<file path="src/rtl/usr_shift_ctrl.sv">
`default_nettype none
// ============================================================================
//  Module   : usr_shift_ctrl
//  Purpose  : Command sequencer for a WIDTH-bit universal shift register (USR).
//             Accepts one command per valid/ready handshake, optionally
//             parallel-loads the USR, then steers the USR select and serial
//             inputs for exactly N shift cycles and pulses done once the
//             USR contents are final. The USR itself lives outside.
//  Ports    : clk, rstn (async, active-low)
//             cmd_valid/cmd_ready      command handshake
//             cmd_op/load/amt/data     operation, load flag, count, load value
//             usr_q                    USR contents fed back for serial bits
//             usr_sel/pload            USR select (00 hold, 01 toward LSB,
//                                      10 toward MSB, 11 load) and load data
//             usr_lftin/usr_rghtin     serial inputs at LSB / MSB
//             busy, done, err          status; done/err are one-cycle pulses
//             abort                    only when USRCTL_ABORT_EN is defined
//  Options  : `define USRCTL_ABORT_EN adds the abort input.
//  Revision : 1.0  initial release
// ============================================================================
module usr_shift_ctrl #(
    parameter int WIDTH = 8,
    parameter int AW    = 4
) (
    input  logic             clk,
    input  logic             rstn,
    input  logic             cmd_valid,
    output logic             cmd_ready,
    input  logic [2:0]       cmd_op,
    input  logic             cmd_load,
    input  logic [AW-1:0]    cmd_amt,
    input  logic [WIDTH-1:0] cmd_data,
`ifdef USRCTL_ABORT_EN
    input  logic             abort,
`endif
    input  logic [WIDTH-1:0] usr_q,
    output logic [1:0]       usr_sel,
    output logic [WIDTH-1:0] usr_pload,
    output logic             usr_lftin,
    output logic             usr_rghtin,
    output logic             busy,
    output logic             done,
    output logic             err
);

    localparam logic [2:0] c_op_nop = 3'b000;
    localparam logic [2:0] c_op_shl = 3'b001;
    localparam logic [2:0] c_op_shr = 3'b010;
    localparam logic [2:0] c_op_asr = 3'b011;
    localparam logic [2:0] c_op_rol = 3'b100;
    localparam logic [2:0] c_op_ror = 3'b101;

    localparam logic [1:0] c_sel_hold  = 2'b00;
    localparam logic [1:0] c_sel_right = 2'b01;
    localparam logic [1:0] c_sel_left  = 2'b10;
    localparam logic [1:0] c_sel_load  = 2'b11;

    typedef enum logic [1:0] {
        ST_IDLE  = 2'd0,
        ST_LOAD  = 2'd1,
        ST_SHIFT = 2'd2,
        ST_DONE  = 2'd3
    } state_t;

    state_t           r_state;
    state_t           w_state_nxt;
    logic [2:0]       r_op;
    logic [AW-1:0]    r_cnt;      // latched amount, counts down in SHIFT
    logic             r_load;
    logic [WIDTH-1:0] r_pload;
    logic             r_abort;    // operation ended early by abort
    logic             w_accept;
    logic             w_abort;
    logic             w_unused_q;

    // 110/111 are the only illegal encodings.
    function automatic logic f_illegal(input logic [2:0] op);
        return op[2] & op[1];
    endfunction

    // Legal and actually moves data (excludes NOP).
    function automatic logic f_is_shift(input logic [2:0] op);
        return (op != c_op_nop) && !f_illegal(op);
    endfunction

    assign w_accept = cmd_valid && (r_state == ST_IDLE);

`ifdef USRCTL_ABORT_EN
    assign w_abort = abort && ((r_state == ST_LOAD) || (r_state == ST_SHIFT));
`else
    assign w_abort = 1'b0;
`endif

    // Only the end bits of usr_q feed the serial inputs.
    assign w_unused_q = ^usr_q;

    // ------------------------------------------------------------------
    // State and command registers
    // ------------------------------------------------------------------
    always_ff @(posedge clk or negedge rstn) begin
        if (!rstn) begin
            r_state <= ST_IDLE;
            r_op    <= 3'b000;
            r_cnt   <= '0;
            r_load  <= 1'b0;
            r_pload <= '0;
            r_abort <= 1'b0;
        end else begin
            r_state <= w_state_nxt;
            if (w_accept) begin
                r_op    <= cmd_op;
                r_cnt   <= cmd_amt;
                r_load  <= cmd_load;
                r_pload <= cmd_data;
                r_abort <= 1'b0;
            end else if (w_abort) begin
                r_abort <= 1'b1;
            end else if (r_state == ST_SHIFT) begin
                r_cnt <= r_cnt - AW'(1);
            end
        end
    end

    // ------------------------------------------------------------------
    // Next-state logic
    // ------------------------------------------------------------------
    always_comb begin
        w_state_nxt = r_state;
        case (r_state)
            ST_IDLE: begin
                if (cmd_valid) begin
                    // Illegal ops skip load and shift entirely.
                    if (f_illegal(cmd_op))
                        w_state_nxt = ST_DONE;
                    else if (cmd_load)
                        w_state_nxt = ST_LOAD;
                    else if (f_is_shift(cmd_op) && (cmd_amt != '0))
                        w_state_nxt = ST_SHIFT;
                    else
                        w_state_nxt = ST_DONE;
                end
            end
            ST_LOAD: begin
                if (!w_abort && f_is_shift(r_op) && (r_cnt != '0))
                    w_state_nxt = ST_SHIFT;
                else
                    w_state_nxt = ST_DONE;
            end
            ST_SHIFT: begin
                // r_cnt is never zero on entry, so leave after the last shift.
                if (w_abort || (r_cnt == AW'(1)))
                    w_state_nxt = ST_DONE;
            end
            default: w_state_nxt = ST_IDLE;
        endcase
    end

    // ------------------------------------------------------------------
    // USR steering: combinational from state, latched op and usr_q so the
    // serial bit always matches the current USR contents.
    // ------------------------------------------------------------------
    always_comb begin
        usr_sel    = c_sel_hold;
        usr_lftin  = 1'b0;
        usr_rghtin = 1'b0;
        if ((r_state == ST_LOAD) && r_load && !w_abort) begin
            usr_sel = c_sel_load;
        end else if ((r_state == ST_SHIFT) && !w_abort) begin
            case (r_op)
                c_op_shl: usr_sel = c_sel_left;
                c_op_shr: usr_sel = c_sel_right;
                c_op_asr: begin
                    usr_sel    = c_sel_right;
                    usr_rghtin = usr_q[WIDTH-1];
                end
                c_op_rol: begin
                    usr_sel   = c_sel_left;
                    usr_lftin = usr_q[WIDTH-1];
                end
                c_op_ror: begin
                    usr_sel    = c_sel_right;
                    usr_rghtin = usr_q[0];
                end
                default: usr_sel = c_sel_hold;
            endcase
        end
    end

    assign cmd_ready = (r_state == ST_IDLE);
    assign busy      = (r_state != ST_IDLE);
    assign done      = (r_state == ST_DONE);
    assign err       = (r_state == ST_DONE) && (f_illegal(r_op) || r_abort);
    assign usr_pload = r_pload;

endmodule
`default_nettype wire

</file>
<file path="config.mk">
export PLATFORM = sky130hd
export DESIGN_NAME = usr_shift_ctrl
export DESIGN_NICKNAME = d
export VERILOG_FILES = /design/src/rtl/usr_shift_ctrl.sv
export SDC_FILE = /design/constraint.sdc
export NUM_CORES = 1
export LEC_CHECK = 0
export ABC_AREA = 1
export CORE_ASPECT_RATIO = 0.6
export CORE_MARGIN = 5
export CORE_UTILIZATION = 42
export DETAILED_ROUTE_END_ITERATION = 6
export HOLD_SLACK_MARGIN = 0.05
export PLACE_DENSITY = 0.89
export SLEW_MARGIN = 20
export SYNTH_ARGS = -nofsm -noshare
export SYNTH_HDL_FRONTEND = slang
export SYNTH_SLANG_ARGS = --single-unit
</file>
<file path="constraint.sdc">
create_clock -name clk -period 1.4 [get_ports clk]
set_input_delay 0.28 -clock clk [delete_from_list [all_inputs] [get_ports clk]]
set_output_delay 0.28 -clock clk [all_outputs]
set_load 0.1 [all_outputs]
</file>
==> impl_metrics.json, run 1 <==
{
  "number_of_enable_flip_flop_cells_after_synthesis": 0,
  "numPortBuffers": 36,
  "yosysWarningCount": 0,
  "cts-root-to-sink-buffers": 2,
  "timing.grt.repair.worst_endpoint": "usr_lftin",
  "syn-instance-count": 134,
  "synthesis.area_um2": 1030,
  "dieWidth_um": 73.93,
  "async_flop_share": 1.000,
  "yosysSeqAreaShare": 0.4374,
  "cts-buffers-inserted": 3,
  "cts_hold_buffers": 0,
  "error_message": "[ERROR DPL-0033] detailed placement checks failed during check placement.",
  "synthDominantAreaCellType": "sky130_fd_sc_hd__dfrtp_1",
  "fp-row-count": 13,
  "synthesis.nets": 167,
  "failed_stage": "5_1_grt",
  "grt_max_degree": 19,
  "initial_utilization": 0.4588,
  "clockRootBuffer": "sky130_fd_sc_hd__clkbuf_8",
  "synth_top_area_share": 0.4374,
  "synth.ff_latch_count": 18,
  "dp.final_hpwl_mm": 2.881,
  "top_cells_by_area_in_the_synthesized_netlist": "sky130_fd_sc_hd__dfrtp_1 (44%), sky130_fd_sc_hd__nand2_1 (20%), sky130_fd_sc_hd__ha_1 (7.3%)",
  "synth_top_flop_cell": "sky130_fd_sc_hd__dfrtp_1",
  "status": "did not finish",
  "htree_depth": 1,
  "die_height_um": 48.36,
  "synth.distinct_cells": 22,
  "num_io_pins": 43,
  "avgSynthCellArea_um2": 7.685,
  "worst_path_end_type": "primary output",
  "dp_worst_setup_slack_ns": -0.2092,
  "antenna_violations_before_repair": 0,
  "postPlaceCellArea_um2": 1747,
  "placedCellCount": 213,
  "numClockSinks": 18,
  "routabilityCongestion": 0.8257
}
[Yosys cell counts, drive strengths merged, types with 2 or more instances]
cell type  instances
nand3              9
nand2             55
a21oi              4
o211ai             2
nor2               6
o21ai              8
dfrtp             18
ha                 6
inv               16
buf                3
xor2               2
[metrics by stage]
| stage | TNS, ns | util |
|---|---|---|
| after floorplan | -3.698 | - |
| after global placement | -0.3017 | 0.7781 |
| after detailed placement | -1.008 | 0.7781 |
| after CTS | -2.239 | 0.8735 |
[kinds of logic after synthesis]
| family | synth area share |
|---|---|
| flip-flops | 0.4374 |
| AND/OR/NAND/NOR | 0.2819 |
| XOR/XNOR | 0.01701 |
| AO/OA/AOI/OAI | 0.09964 |
| adder cells (fa/ha/maj) | 0.07290 |
| buffers and inverters | 0.09112 |
[timing repair]
item / in CTS
gates resized for setup: 28
endpoints found under the setup margin: 18
pin swaps: 6
setup buffers: 10
==> run 2: changes to the inputs <==
Settings changed: CORE_AREA from default to 5 5 66 68, CORE_ASPECT_RATIO 0.6 to default, CORE_MARGIN 5 to default, CORE_UTILIZATION 42 to default, DIE_AREA from default to 0 0 71 73, HOLD_SLACK_MARGIN 0.05 to default, PLACE_DENSITY 0.89 to default, PLACE_DENSITY_LB_ADDON from default to 0.15.
==> impl_metrics.json, run 2 <==
{
  "status": "complete, but fails checks",
  "violations": "setup timing",
  "grt_first_pass_wirelength_mm": 5.299,
  "floorplan.core_area_um2": 3799,
  "synth.cells.most_frequent": "sky130_fd_sc_hd__nand2_1 (54), sky130_fd_sc_hd__dfrtp_1 (18), sky130_fd_sc_hd__inv_1 (15)",
  "setup_violations_final": 12,
  "async_flop_share": 1.000,
  "via_per_inst": 4.466,
  "synthesis.area_um2": 1030,
  "most_repeated_cell_in_the_gate_level_netlist_after_synthesis": "sky130_fd_sc_hd__nand2_1",
  "max_ffs_per_register": 8,
  "layout.cell_area.non_filler_um2": 2054,
  "clockRootBuffer": "sky130_fd_sc_hd__clkbuf_8",
  "final_net_count": 231,
  "routedWlPerCell_um": 13.02,
  "yosysWarningCount": 0,
  "routabilityCongestion": 0.7658,
  "cts-buffers-inserted": 3,
  "drv_slew": 0,
  "rsz0062_at_grt": "true",
  "max_clock_freq_mhz": 577.9,
  "top_layer": "met4",
  "cp.required_ns": 1.12,
  "tightestPinTransition_ns": 0.2522,
  "numClockSinks": 18,
  "grt_pass1_vias": 1150,
  "critical_path.startpoint_type": "register",
  "drive_above_1_share": 0.3959,
  "cts_hold_buffers": 0,
  "die_height_um": 73,
  "antenna_cells": 0,
  "die-area_um2": 5183,
  "top_cells_by_area_in_the_synthesized_netlist": "sky130_fd_sc_hd__dfrtp_1 (44%), sky130_fd_sc_hd__nand2_1 (20%), sky130_fd_sc_hd__ha_1 (7.3%)",
  "filler_cell_count": 376,
  "initial_utilization": 0.2711,
  "timing.critical_path.fanout_max": 3,
  "worst-setup-path-type": "register to output pin",
  "first_iter_violations": 42,
  "number_of_enable_flip_flop_cells_after_synthesis": 0,
  "gr-total-overflow": 0,
  "global_route.usage.total": 0.1305,
  "dp.final_hpwl_mm": 2.334,
  "maxSlewHeadroom": 0.8313,
  "final_common_cell": "sky130_fd_sc_hd__nand2_1",
  "synth_top_area_share": 0.4374,
  "synth.distinct_cells": 22,
  "synthesis.nets": 167,
  "syn-instance-count": 134,
  "synth_top_flop_cell": "sky130_fd_sc_hd__dfrtp_1",
  "worst_setup_path_end_kind": "output pin",
  "detail-route-antenna-nets": 0,
  "num_io_pins": 43,
  "drc_errors": 0,
  "numPortBuffers": 36,
  "timing.hold.ws_ns": 0.3519,
  "htree_depth": 1,
  "final.min_clock_period_ns": 1.730,
  "final_min_period_over_clock_period": 1.236,
  "cts-root-to-sink-buffers": 2,
  "fp-row-count": 23,
  "cts.clk_slew.worst_paths_ns": 0.07,
  "grt_max_degree": 19,
  "synth.ff_latch_count": 18,
  "worstHoldPathType": "input pin to async pin",
  "finalHoldViolCount": 0,
  "postPlaceCellArea_um2": 1779,
  "clock-skew-final_ns": 0.0009467,
  "layout.cells.most_common_list": "sky130_fd_sc_hd__nand2_1 (45), sky130_fd_sc_hd__clkdlybuf4s50_1 (20), sky130_fd_sc_hd__dfrtp_1 (17)",
  "antenna_violations_before_repair": 0,
  "avgSynthCellArea_um2": 7.685,
  "dieWidth_um": 71,
  "met1Wirelength_mm": 1.254,
  "tritoncts": "built",
  "clock_insertion_delay_worst_skew_ns": 0.26,
  "drv.max_cap_violation_count": 0,
  "fin_ws_ns": -0.3303,
  "yosysSeqAreaShare": 0.4374,
  "drt-pass1-iter-count": 3,
  "synthDominantAreaCellType": "sky130_fd_sc_hd__dfrtp_1",
  "totalWireLength_mm": 3.217,
  "wl_met2_mm": 1.641,
  "data_arrival_time_of_the_critical_path_ns": 1.45,
  "route.met3.wl_um": 221,
  "area_growth_syn_to_layout_pct": 99.51,
  "num_vias": 1103
}
-- run 2: cells by family (layout without fill, tap and decap cells) --
group                    Yosys count  count (layout)  synth area share
flip-flops                        18              18            0.4374
buffers and inverters             19              82           0.09112
adder cells (fa/ha/maj)            6               6           0.07290
XOR/XNOR                           2               2           0.01701
AND/OR/NAND/NOR                   72              72            0.2819
AO/OA/AOI/OAI                     17              17           0.09964
-- run 2: worst paths after layout --
kind                         startpoint      endpoint  slack (ns)  cells after the start
min                                rstn  usr_pload[4]        0.35                      2
max                          r_state[0]     usr_lftin       -0.33                      5
min in group clk           usr_pload[1]  usr_pload[1]        0.54                      2
max in group asynchronous          rstn    r_state[0]        0.83                      2
max reg2reg                  r_state[0]    r_state[0]       -0.06                      8
min reg2reg                usr_pload[1]  usr_pload[1]        0.54                      2
-- run 2: timing repair --
item                       in CTS  in global routing
buffers inserted                7                  5
setup endpoints to repair      17                 24
pin swaps                      10                  7
gates resized for setup        17                 29
-- run 2: final cells by class --
class,instances,area [um2],share of cell area
inverter,16,73.82,0.03593
sequential,18,451.7,0.2199
clock buffer,4,55.05,0.02680
timing repair buffer,62,753.2,0.3666
tap,50,62.56,0.03045
multi-input combinational,97,658.1,0.3203
-- run 2: per-stage QoR --
step	utilization	setup TNS [ns]	cells	worst slack, ns
floorplan	-	-3.698	134	-0.5940
global placement	0.4684	-0.6380	234	-0.1687
detailed placement	0.4684	-0.7745	234	-0.1982
CTS	0.5105	-2.288	244	-0.3371
global route	0.5408	-3.461	247	-0.3762
finish	0.5408	-2.234	247	-0.3303
-- run 2: worst max-delay path: stages (launching register included) --
cell	delay [ns]
sky130_fd_sc_hd__dfrtp_2	0.46
sky130_fd_sc_hd__ha_4	0.18
sky130_fd_sc_hd__nand2_4	0.08
sky130_fd_sc_hd__nand2_4	0.07
sky130_fd_sc_hd__nor3b_4	0.21
sky130_fd_sc_hd__buf_12	0.20
-- run 2: routing by layer --
metal  global-route usage  vias up
met5                    0        -
met4              0.06472        0
met3              0.04545        9
met2               0.2327       33
met1               0.1364      513
li1                     -      548
Power of run 2 is not shown: default switching activity piles up to over one toggle a cycle in this logic, so the estimate is an artifact.
==> run 3: changes to the inputs <==
Settings changed: CORE_AREA 5 5 66 68 to 4 4 65 67, DIE_AREA 0 0 71 73 to 0 0 69 71, RECOVER_POWER from default to 100, SLEW_MARGIN 20 to default.
==> impl_metrics.json, run 3 (same netlist as run 2, synthesis figures left out) <==
{
  "status": "complete, but fails checks",
  "violations": "setup timing",
  "area_growth_syn_to_layout_pct": 92.35,
  "initial_utilization": 0.2834,
  "finalHoldViolCount": 0,
  "layout.cells.most_common_list": "sky130_fd_sc_hd__nand2_1 (41), sky130_fd_sc_hd__clkdlybuf4s50_1 (19), sky130_fd_sc_hd__dfrtp_1 (18)",
  "drive_above_1_share": 0.4271,
  "antenna_cells": 0,
  "dp_worst_setup_slack_ns": -0.1899,
  "drv.max_cap_violation_count": 0,
  "clock_insertion_delay_worst_skew_ns": 0.25,
  "die-area_um2": 4899,
  "routabilityCongestion": 0.7708,
  "final.min_clock_period_ns": 1.731,
  "floorplan.core_area_um2": 3633,
  "cts-root-to-sink-buffers": 2,
  "maxSlewHeadroom": 0.6967,
  "grt_first_pass_wirelength_mm": 5.147,
  "setup_violations_final": 13,
  "drt-pass1-iter-count": 4,
  "final_common_cell": "sky130_fd_sc_hd__nand2_1",
  "num_vias": 1067,
  "gr-total-overflow": 0,
  "timing.critical_path.fanout_max": 4,
  "final_net_count": 233,
  "first_iter_violations": 35,
  "setup_tns_ns": -2.315,
  "drc_errors": 0,
  "fin_ws_ns": -0.3308,
  "cts-buffers-inserted": 3,
  "dieWidth_um": 69,
  "tritoncts": "built",
  "via_per_inst": 4.320,
  "tightestPinTransition_ns": 0.4549,
  "data_arrival_time_of_the_critical_path_ns": 1.45,
  "placedCellCount": 232,
  "fp-row-count": 22,
  "clockRootBuffer": "sky130_fd_sc_hd__clkbuf_8",
  "dp.final_hpwl_mm": 2.296,
  "die_height_um": 71,
  "drv_slew": 0,
  "clock-skew-final_ns": 0.002357,
  "grt_max_degree": 19,
  "routedWlPerCell_um": 12.31,
  "max_ffs_per_register": 8,
  "antenna_violations_before_repair": 0,
  "grt_pass1_vias": 1153,
  "cp.required_ns": 1.12,
  "worstHoldPathType": "input pin to async pin",
  "critical_path.startpoint_type": "register",
  "stdcell_count": 247,
  "worst_setup_path_end_kind": "output pin",
  "rsz0062_at_grt": "true",
  "global_route.usage.total": 0.1284,
  "detail-route-antenna-nets": 0,
  "numPortBuffers": 36,
  "totalWireLength_mm": 3.041,
  "final_min_period_over_clock_period": 1.236,
  "numClockSinks": 18,
  "worst-setup-path-type": "register to output pin",
  "max_clock_freq_mhz": 577.8,
  "cts.clk_slew.worst_paths_ns": 0.07,
  "htree_depth": 1,
  "num_io_pins": 43
}
run 3: stage by stage:
step | hold slack [ns] | area, um2 | util
after floorplan | -0.01559 | 1102 | -
after global placement | 0.4966 | 1789 | 0.4924
after CTS | 0.3522 | 1944 | 0.5351
final | 0.4873 | 1981 | 0.5451
after global routing | 0.5161 | 1981 | 0.5451
after detailed placement | 0.4906 | 1789 | 0.4924
run 3: critical path, stage by stage (launching register included):
cell and delay [ns]:
sky130_fd_sc_hd__dfrtp_1 0.44, sky130_fd_sc_hd__inv_2 0.11, sky130_fd_sc_hd__ha_4 0.17, sky130_fd_sc_hd__nand2_4 0.07
sky130_fd_sc_hd__nor3b_4 0.21, sky130_fd_sc_hd__buf_12 0.20
run 3: area by class of cell:
class / count / area [um2]
fillers: 341 / 1653
clock buffers: 4 / 55.05
multi-input cells: 97 / 666.9
well taps: 48 / 60.06
inverters: 16 / 73.82
flip-flops and latches: 18 / 450.4
repair buffers: 64 / 674.4
run 3: per-layer routing:
layer | up-vias | wire length [um] | global-route usage
met2 | 31 | 1565 | 0.2267
met1 | 480 | 1252 | 0.1427
li1 | 551 | - | -
met4 | 0 | 40 | 0.04555
met5 | - | 0 | 0
met3 | 5 | 182 | 0.04545
run 3: final timing paths:
check	cells after the start	endpoint	slack [ns]	from
max	5	usr_lftin	-0.33	r_state[0]
min	2	usr_pload[6]	0.49	rstn
max reg2reg	9	r_state[0]	-0.18	r_state[0]
min reg2reg	2	usr_pload[7]	0.49	usr_pload[7]
max in group asynchronous	2	usr_pload[4]	0.59	rstn
min in group clk	2	usr_pload[7]	0.49	usr_pload[7]
run 3: what timing repair did:
item / in CTS / in global routing
hold buffers: 0 / 0
setup buffers: 7 / 6
pin swaps: 9 / 11
endpoints found under the setup margin: 8 / 26
gates resized for setup: 14 / 34
Power of run 3 is left out for the same reason.
